[config.mk]
export PLATFORM = sky130hd
export DESIGN_NAME = iir_freq_resp_engine_flat
export DESIGN_NICKNAME = d
export VERILOG_FILES = /design/src/rtl/iir_freq_resp_engine_if.sv /design/src/rtl/iir_freq_resp_engine.sv /design/src/flat_wrapper.sv
export SDC_FILE = /design/constraint.sdc
export NUM_CORES = 2
export LEC_CHECK = 0
export CAP_MARGIN = 30
export CORE_MARGIN = 5
export CORE_UTILIZATION = 60
export CTS_CLUSTER_DIAMETER = 200
export DETAILED_ROUTE_END_ITERATION = 8
export HOLD_SLACK_MARGIN = 0.08
export PLACE_DENSITY = 0.8
export SETUP_SLACK_MARGIN = 0.5
export SYNTH_ARGS = -nofsm -noshare
export SYNTH_HDL_FRONTEND = slang
export SYNTH_SLANG_ARGS = --single-unit
[constraint.sdc]
create_clock -name clk -period 10.1 [get_ports clk]
set_clock_uncertainty 0.2 [all_clocks]
set_input_delay 2.02 -clock clk [delete_from_list [all_inputs] [get_ports clk]]
set_output_delay 2.02 -clock clk [all_outputs]
set_load 0.1 [all_outputs]
[src/rtl/iir_freq_resp_engine_if.sv]
`default_nettype none
// ============================================================================
//  Module      : iir_freq_resp_engine_if
//  Description : Result stream of the IIR frequency-response engine.
//                Complex numerator/denominator pair per sweep point, with
//                valid/ready flow control and the index of the point shown.
//  Revision    : 1.0 - initial release
// ============================================================================
interface iir_freq_resp_engine_if #(
    parameter int BITS      = 16,
    parameter int ADDR_BITS = 11
);
    logic [BITS-1:0]      num_real;
    logic [BITS-1:0]      num_imag;
    logic [BITS-1:0]      den_real;
    logic [BITS-1:0]      den_imag;
    logic                 out_valid;
    logic                 out_ready;
    logic [ADDR_BITS-1:0] point_idx;

    // Producer side: the engine
    modport master (
        output num_real,
        output num_imag,
        output den_real,
        output den_imag,
        output out_valid,
        output point_idx,
        input  out_ready
    );

    // Consumer side: the downstream vectoring stage
    modport slave (
        input  num_real,
        input  num_imag,
        input  den_real,
        input  den_imag,
        input  out_valid,
        input  point_idx,
        output out_ready
    );
endinterface
`default_nettype wire

[src/rtl/iir_freq_resp_engine.sv]
`default_nettype none
// ============================================================================
//  Module      : iir_freq_resp_engine
//  Description : Sweeps a phase table and evaluates B(e^jt) and A(e^jt) of an
//                order-N IIR filter by per-tap multiply-accumulate against an
//                external sin/cos unit (1-cycle latency). Results leave over
//                a valid/ready stream.
//                Build option: define SATURATE_EN to clamp out-of-range
//                results instead of keeping the low BITS bits.
//  Revision    : 1.0 - initial release
// ============================================================================
module iir_freq_resp_engine #(
    parameter int BITS         = 16,
    parameter int FRAC_BITS    = 13,
    parameter int PHASE_BITS   = 16,
    parameter int FILTER_ORDER = 2,
    parameter int ADDR_BITS    = 11
) (
    input  wire                                  clk,
    input  wire                                  rst_n,
    input  wire  [ADDR_BITS:0]                   config_nfft_i,
    input  wire  [(FILTER_ORDER+1)*BITS-1:0]     a_coeffs_i,
    input  wire  [(FILTER_ORDER+1)*BITS-1:0]     b_coeffs_i,
    input  wire                                  start_i,
    output logic                                 busy_o,
    output logic                                 done_o,
    output logic [ADDR_BITS-1:0]                 phase_addr_o,
    input  wire  [PHASE_BITS-1:0]                phase_data_i,
    output logic [PHASE_BITS-1:0]                trig_phase_o,
    input  wire  signed [BITS-1:0]               trig_cos_i,
    input  wire  signed [BITS-1:0]               trig_sin_i,
    iir_freq_resp_engine_if.master               out_if
);

    localparam int N     = FILTER_ORDER;
    localparam int TAP_W = (N + 1 > 1) ? $clog2(N + 1) : 1;
    localparam int ACC_W = 2 * BITS + $clog2(N + 1);
    localparam int EXT_W = ACC_W - 2 * BITS;
    localparam logic [ADDR_BITS:0] NFFT_ONE = (ADDR_BITS + 1)'(1);

    typedef enum logic [2:0] {
        ST_IDLE  = 3'd0,
        ST_FETCH = 3'd1,
        ST_LOAD  = 3'd2,
        ST_TAP   = 3'd3,
        ST_LAST  = 3'd4,
        ST_OUT   = 3'd5
    } state_t;

    state_t                  state_q;
    logic                    busy_q;
    logic                    done_q;
    logic [ADDR_BITS:0]      nfft_q;
    logic [ADDR_BITS-1:0]    point_cnt_q;
    logic [PHASE_BITS-1:0]   theta_q;
    logic [PHASE_BITS-1:0]   tap_phase_q;
    logic [TAP_W-1:0]        tap_cnt_q;

    logic signed [ACC_W-1:0] nr_q, ni_q, dr_q, di_q;
    logic signed [ACC_W-1:0] nr_d, ni_d, dr_d, di_d;

    logic [BITS-1:0]         num_real_q, num_imag_q, den_real_q, den_imag_q;
    logic                    out_valid_q;

    // Coefficients unpacked per tap
    logic signed [BITS-1:0]  a_tap [0:N];
    logic signed [BITS-1:0]  b_tap [0:N];

    for (genvar k = 0; k <= N; k++) begin : g_unpack
        assign a_tap[k] = a_coeffs_i[k*BITS +: BITS];
        assign b_tap[k] = b_coeffs_i[k*BITS +: BITS];
    end

    logic [TAP_W-1:0]        acc_sel;
    logic                    acc_en;
    logic signed [BITS-1:0]  a_sel, b_sel;
    logic signed [2*BITS-1:0] p_bc, p_bs, p_ac, p_as;

    function automatic logic signed [ACC_W-1:0] ext(input logic signed [2*BITS-1:0] p);
        return {{EXT_W{p[2*BITS-1]}}, p};
    endfunction

    // Scale an accumulator back to BITS: arithmetic shift, then wrap or clamp
    function automatic logic [BITS-1:0] reduce(input logic signed [ACC_W-1:0] acc);
`ifdef SATURATE_EN
        logic signed [ACC_W-1:0] sh;
        logic signed [ACC_W-1:0] sat_max;
        logic signed [ACC_W-1:0] sat_min;
        sat_max = $signed({{(ACC_W-BITS+1){1'b0}}, {(BITS-1){1'b1}}});
        sat_min = $signed({{(ACC_W-BITS+1){1'b1}}, {(BITS-1){1'b0}}});
        sh      = acc >>> FRAC_BITS;
        if (sh > sat_max)
            return {1'b0, {(BITS-1){1'b1}}};
        else if (sh < sat_min)
            return {1'b1, {(BITS-1){1'b0}}};
        else
            return sh[BITS-1:0];
`else
        return acc[FRAC_BITS +: BITS];
`endif
    endfunction

    // Trig results land one cycle after their phase, so the tap being
    // accumulated lags the tap counter by one; LAST picks up tap N.
    always_comb begin
        acc_en  = 1'b0;
        acc_sel = '0;
        if (state_q == ST_LAST) begin
            acc_en  = 1'b1;
            acc_sel = TAP_W'(N);
        end else if (state_q == ST_TAP && tap_cnt_q != '0) begin
            acc_en  = 1'b1;
            acc_sel = tap_cnt_q - TAP_W'(1);
        end
        a_sel = a_tap[acc_sel];
        b_sel = b_tap[acc_sel];
        p_bc  = b_sel * trig_cos_i;
        p_bs  = b_sel * trig_sin_i;
        p_ac  = a_sel * trig_cos_i;
        p_as  = a_sel * trig_sin_i;
        nr_d  = nr_q;
        ni_d  = ni_q;
        dr_d  = dr_q;
        di_d  = di_q;
        if (acc_en) begin
            nr_d = nr_q + ext(p_bc);
            ni_d = ni_q - ext(p_bs);
            dr_d = dr_q + ext(p_ac);
            di_d = di_q - ext(p_as);
        end
    end

    // Sweep sequencer with accumulators and registered outputs
    always_ff @(posedge clk or negedge rst_n) begin
        if (!rst_n) begin
            state_q     <= ST_IDLE;
            busy_q      <= 1'b0;
            done_q      <= 1'b0;
            nfft_q      <= '0;
            point_cnt_q <= '0;
            theta_q     <= '0;
            tap_phase_q <= '0;
            tap_cnt_q   <= '0;
            nr_q        <= '0;
            ni_q        <= '0;
            dr_q        <= '0;
            di_q        <= '0;
            num_real_q  <= '0;
            num_imag_q  <= '0;
            den_real_q  <= '0;
            den_imag_q  <= '0;
            out_valid_q <= 1'b0;
        end else begin
            done_q <= 1'b0;
            case (state_q)
                ST_IDLE: begin
                    if (start_i) begin
                        if (config_nfft_i == '0) begin
                            done_q <= 1'b1;
                        end else begin
                            nfft_q      <= config_nfft_i;
                            point_cnt_q <= '0;
                            busy_q      <= 1'b1;
                            state_q     <= ST_FETCH;
                        end
                    end
                end
                ST_FETCH: begin
                    state_q <= ST_LOAD;
                end
                ST_LOAD: begin
                    theta_q     <= phase_data_i;
                    tap_phase_q <= '0;
                    tap_cnt_q   <= '0;
                    nr_q        <= '0;
                    ni_q        <= '0;
                    dr_q        <= '0;
                    di_q        <= '0;
                    state_q     <= ST_TAP;
                end
                ST_TAP: begin
                    nr_q        <= nr_d;
                    ni_q        <= ni_d;
                    dr_q        <= dr_d;
                    di_q        <= di_d;
                    tap_phase_q <= tap_phase_q + theta_q;
                    if (tap_cnt_q == TAP_W'(N))
                        state_q <= ST_LAST;
                    else
                        tap_cnt_q <= tap_cnt_q + TAP_W'(1);
                end
                ST_LAST: begin
                    nr_q        <= nr_d;
                    ni_q        <= ni_d;
                    dr_q        <= dr_d;
                    di_q        <= di_d;
                    num_real_q  <= reduce(nr_d);
                    num_imag_q  <= reduce(ni_d);
                    den_real_q  <= reduce(dr_d);
                    den_imag_q  <= reduce(di_d);
                    out_valid_q <= 1'b1;
                    state_q     <= ST_OUT;
                end
                ST_OUT: begin
                    if (out_if.out_ready) begin
                        out_valid_q <= 1'b0;
                        if ({1'b0, point_cnt_q} == nfft_q - NFFT_ONE) begin
                            done_q  <= 1'b1;
                            busy_q  <= 1'b0;
                            state_q <= ST_IDLE;
                        end else begin
                            point_cnt_q <= point_cnt_q + ADDR_BITS'(1);
                            state_q     <= ST_FETCH;
                        end
                    end
                end
                default: begin
                    state_q <= ST_IDLE;
                end
            endcase
        end
    end

    assign busy_o           = busy_q;
    assign done_o           = done_q;
    assign phase_addr_o     = point_cnt_q;
    assign trig_phase_o     = tap_phase_q;
    assign out_if.num_real  = num_real_q;
    assign out_if.num_imag  = num_imag_q;
    assign out_if.den_real  = den_real_q;
    assign out_if.den_imag  = den_imag_q;
    assign out_if.out_valid = out_valid_q;
    assign out_if.point_idx = point_cnt_q;

endmodule
`default_nettype wire

[src/flat_wrapper.sv]
// flat-port wrapper written by rule: the top's interface ports become plain ports
module iir_freq_resp_engine_flat 
#(
    parameter int BITS         = 16,
    parameter int FRAC_BITS    = 13,
    parameter int PHASE_BITS   = 16,
    parameter int FILTER_ORDER = 2,
    parameter int ADDR_BITS    = 11
)
  (clk, rst_n, config_nfft_i, a_coeffs_i, b_coeffs_i, start_i, busy_o, done_o, phase_addr_o, phase_data_i, trig_phase_o, trig_cos_i, trig_sin_i, out_if_num_real, out_if_num_imag, out_if_den_real, out_if_den_imag, out_if_out_valid, out_if_point_idx, out_if_out_ready);
  iir_freq_resp_engine_if #(.BITS(BITS), .ADDR_BITS(ADDR_BITS)) out_if_i ();
  input  wire clk;
  input  wire rst_n;
  input  wire  [ADDR_BITS:0] config_nfft_i;
  input  wire  [(FILTER_ORDER+1)*BITS-1:0] a_coeffs_i;
  input  wire  [(FILTER_ORDER+1)*BITS-1:0] b_coeffs_i;
  input  wire start_i;
  output logic busy_o;
  output logic done_o;
  output logic [ADDR_BITS-1:0] phase_addr_o;
  input  wire  [PHASE_BITS-1:0] phase_data_i;
  output logic [PHASE_BITS-1:0] trig_phase_o;
  input  wire  signed [BITS-1:0] trig_cos_i;
  input  wire  signed [BITS-1:0] trig_sin_i;
  output wire logic [$bits(out_if_i.num_real)-1:0] out_if_num_real;
  output wire logic [$bits(out_if_i.num_imag)-1:0] out_if_num_imag;
  output wire logic [$bits(out_if_i.den_real)-1:0] out_if_den_real;
  output wire logic [$bits(out_if_i.den_imag)-1:0] out_if_den_imag;
  output wire logic [$bits(out_if_i.out_valid)-1:0] out_if_out_valid;
  output wire logic [$bits(out_if_i.point_idx)-1:0] out_if_point_idx;
  input wire logic [$bits(out_if_i.out_ready)-1:0] out_if_out_ready;
  assign out_if_num_real = out_if_i.num_real;
  assign out_if_num_imag = out_if_i.num_imag;
  assign out_if_den_real = out_if_i.den_real;
  assign out_if_den_imag = out_if_i.den_imag;
  assign out_if_out_valid = out_if_i.out_valid;
  assign out_if_point_idx = out_if_i.point_idx;
  assign out_if_i.out_ready = out_if_out_ready;
  iir_freq_resp_engine #(.BITS(BITS), .FRAC_BITS(FRAC_BITS), .PHASE_BITS(PHASE_BITS), .FILTER_ORDER(FILTER_ORDER), .ADDR_BITS(ADDR_BITS)) u_core (.clk(clk), .rst_n(rst_n), .config_nfft_i(config_nfft_i), .a_coeffs_i(a_coeffs_i), .b_coeffs_i(b_coeffs_i), .start_i(start_i), .busy_o(busy_o), .done_o(done_o), .phase_addr_o(phase_addr_o), .phase_data_i(phase_data_i), .trig_phase_o(trig_phase_o), .trig_cos_i(trig_cos_i), .trig_sin_i(trig_sin_i), .out_if(out_if_i));
endmodule
==> metrics.md <==
| Metric | Value |
|---|---|
| Clk slew on worst S/H paths | 60 ps |
| Min Tclk post-route | 9140 ps |
| CP max FO | 14 |
| Syn. warnings | 0 |
| Synth top area share | 41.5% |
| Initial DRT Pass Iterations | 5 |
| Die Y-Extent | 303 um |
| Number of max-cap violations | 0 |
| Filler cell count in the final layout | approximately 6.6k |
| Initial antenna violation count | 7 |
| # rows | between 100 and 150 |
| First-pass GRT wire length | 223000 um |
| Remaining antenna violation count | 0 |
| Post-synth cell types | 83 |
| Grt ovf | 0 |
| Clk_lat worst skew | between 500 and 600 ps |
| Avg Vias per Cell | 5.54 |
| Dpl ws | 408 ps |
| Die W | 303 um |
| Largest net degree at the start of global routing | 78 |
| Delay-heaviest family, CP | adder cells |
| Tcrit/Tclk final | 90.5% |
| Worst Hold Depth | 2 |
| Max incr delay on CP | 550 ps |
| Syn_nets | between 7k and 8k |
| Port bufs | between 200 and 300 |
| CTS max path bufs | 3 |
| Drt total wl | roughly 140000 um |
| DP Wirelength | 110000 um |
| Area contributors post-synth | fa_1, dfrtp_1, inv_1, ha_1, nand2_1 |
| FF+latch count, synth | 243 |
| Post-Place Cells | 6994 |
| CP required | 10340 ps |
| Ys async rst share | 100% |
| All-Layer GR Usage | 30.8% |
| RSZ-0062 raised after global routing | no |
| CTS tree | done |
| Most used DFF post-synth | dfrtp_1 |
| Max H-tree Level | 2 |
| Setup violators final | 0 |
| CP max-delay cell | o21ai_2 |
| Num CTS Buffers | 37 |
| I/O pin total | 265 |
| Starting DRT DRC Count | 2481 |
| Nets | 7497 |
| Crit Path Category | reg2reg |
| Pin slew with the least headroom to its limit | between 1000 and 1500 ps |
| Layout cell share with drive strength beyond 1 | 5.19% |
| Initial Util | 60.5% |
| Vias | 39.2k |
| Setup_tns | 0 ps |
| Post-Layout Cell Count | 7063 |
| Vias in the first global route | 42.8k |
| Most used cell, CP | inv_1 |
| Netlist Area Pre-Place | between 50000 and 60000 sq um |
| Worst reg-to-reg path cell count | 34 |
| Fmax | 109 MHz |
| Critical path endpoint category | register |
| Routability congestion estimate | 0.931 |
| Die ar. | 92000 sq um |
| Endpoints failing hold | 0 |
| Synth Instances | 5700 |
| CP Launch Type | register |
| Number of synthesized flops with an enable pin | 0 |
| CP Depth | 34 |
| Post-synth top cells | inv_1, fa_1, nand2_1, and2_1, ha_1 |
| Largest area contributor in the netlist | fa_1 |
| Avg WL per Cell | 19.3 um |
| Clock Sinks | 243 |
| Most common cell in the netlist | inv_1 |
| Pins Over Slew Limit | 0 |
| Drt drc | 0 |
| PnR worst setup slack | 963 ps |
| Worst Path Buf+Inv | 10 |
| Area grow syn2layout | 11.5% |
| Slew headroom | ~30% |
| Worst hold path class | reg2reg |
| Run status | finished clean |
| Avg Cell Area, Syn | 9.06 sq um |
| Core area | roughly 85000 sq um |
| WP data arrival | 9380 ps |
| Hold WS | 277 ps |
| Sequential area share after synthesis | 11.8% |
| CTS root buffer | clkbuf_16 |
[metal layers]
layer / up-vias / share of wire, % / wire (um) / GRT usage, %
met5: - / 0.035 / 48 / 0
met4: 6 / 4.3 / 5910 / 11.7
met3: 365 / 9.0 / 12300 / 6.73
met2: 1638 / 49 / 66500 / 51.9
met1: 19800 / 38 / 51800 / 39.6
li1: 17300 / - / - / -
[cell families after synthesis]
logic type	Yosys count	share of synthesized area, %
simple gates	1606	14.8
compound gates	549	6.37
flops	243	11.8
fa+ha+maj	1447	50.6
xor+xnor	225	3.82
buf+inv	1586	11.7
mux	44	0.880
[through the flow]
step	util, %	cell area (sq um)
6_report	67.5	57500
5_1_grt	67.5	57500
4_1_cts	67.4	57500
3_5_place_dp	66.0	56300
3_3_place_gp	65.5	55900
2_1_floorplan	-	51600
[placed cells by master, fill, tap and decap left out, types with 81 or more instances in the layout]
cell,netlist,routed
a21oi_1,108,108
nor2_1,139,136
xor2_1,81,81
nand3_1,118,118
inv_1,1305,1305
dfrtp_1,243,242
xnor2_1,144,144
buf_4,13,147
ha_1,375,375
o21ai_0,249,222
clkdlybuf4s50_1,0,263
nand2_1,790,788
fa_1,1071,1071
and2_1,443,443
[final cells by class]
class | instances | area [sq um] | share of cell area, %
Multi-Input combinational cell | 3871 | 39700 | 69.0
Sequential cell | 243 | 6080 | 10.6
Inverter | 1308 | 4910 | 8.53
Timing Repair Buffer | 430 | 4230 | 7.36
Tap cell | 1144 | 1430 | 2.49
Clock buffer | 49 | 1020 | 1.77
Clock inverter | 15 | 175 | 0.304
Antenna cell | 3 | 7.51 | 0.0130
[worst register-to-register path, delay by kind of cell, from the launching register on]
kind	cells	cell delay, ps
XOR/XNOR	1	260
multiplexers	1	160
AO/OA/AOI/OAI	8	2270
adder cells (fa/ha/maj)	8	3300
flip-flops	1	470
AND/OR/NAND/NOR	6	1030
buffers and inverters	10	1290
[worst paths after layout]
check / startpoint / end / slack [ps]
worst max-delay path: u_core.tap_cnt_q[0] / u_core.ni_q[26] / 960
worst min-delay path: u_core.out_if.num_imag[9] / u_core.out_if.num_imag[9] / 280
worst max register to register: u_core.tap_cnt_q[0] / u_core.ni_q[26] / 960
worst min register to register: u_core.out_if.num_imag[9] / u_core.out_if.num_imag[9] / 280
max in group asynchronous: rst_n / u_core.trig_phase_o[8] / 6450
min in group asynchronous: rst_n / u_core.nr_q[7] / 1240
[what timing repair did]
item / 4_1_cts / 5_1_grt
hold buffers: 0 / 0
pin swaps: 1 / 0
resized for setup: 0 / 5
endpoints found under the setup margin: 9 / 32
setup buffers: 1 / 0
[flip-flops by register name, indices dropped and copies added (netlist names), 2 cells and up]
name and cells:
u_core.di_q 29, u_core.theta_q 16, u_core.nfft_q 12, u_core.out_if.num_real 16
u_core.nr_q 29, u_core.out_if.den_imag 16, u_core.tap_cnt_q 2, u_core.out_if.den_real 16
u_core.state_q 3, u_core.ni_q 29, u_core.out_if.point_idx 11, u_core.out_if.num_imag 16
u_core.dr_q 29, u_core.trig_phase_o 16
Power is left out: the tool's default activity adds up to more than one toggle a clock period on the data nets, which glitch-free logic cannot reach.
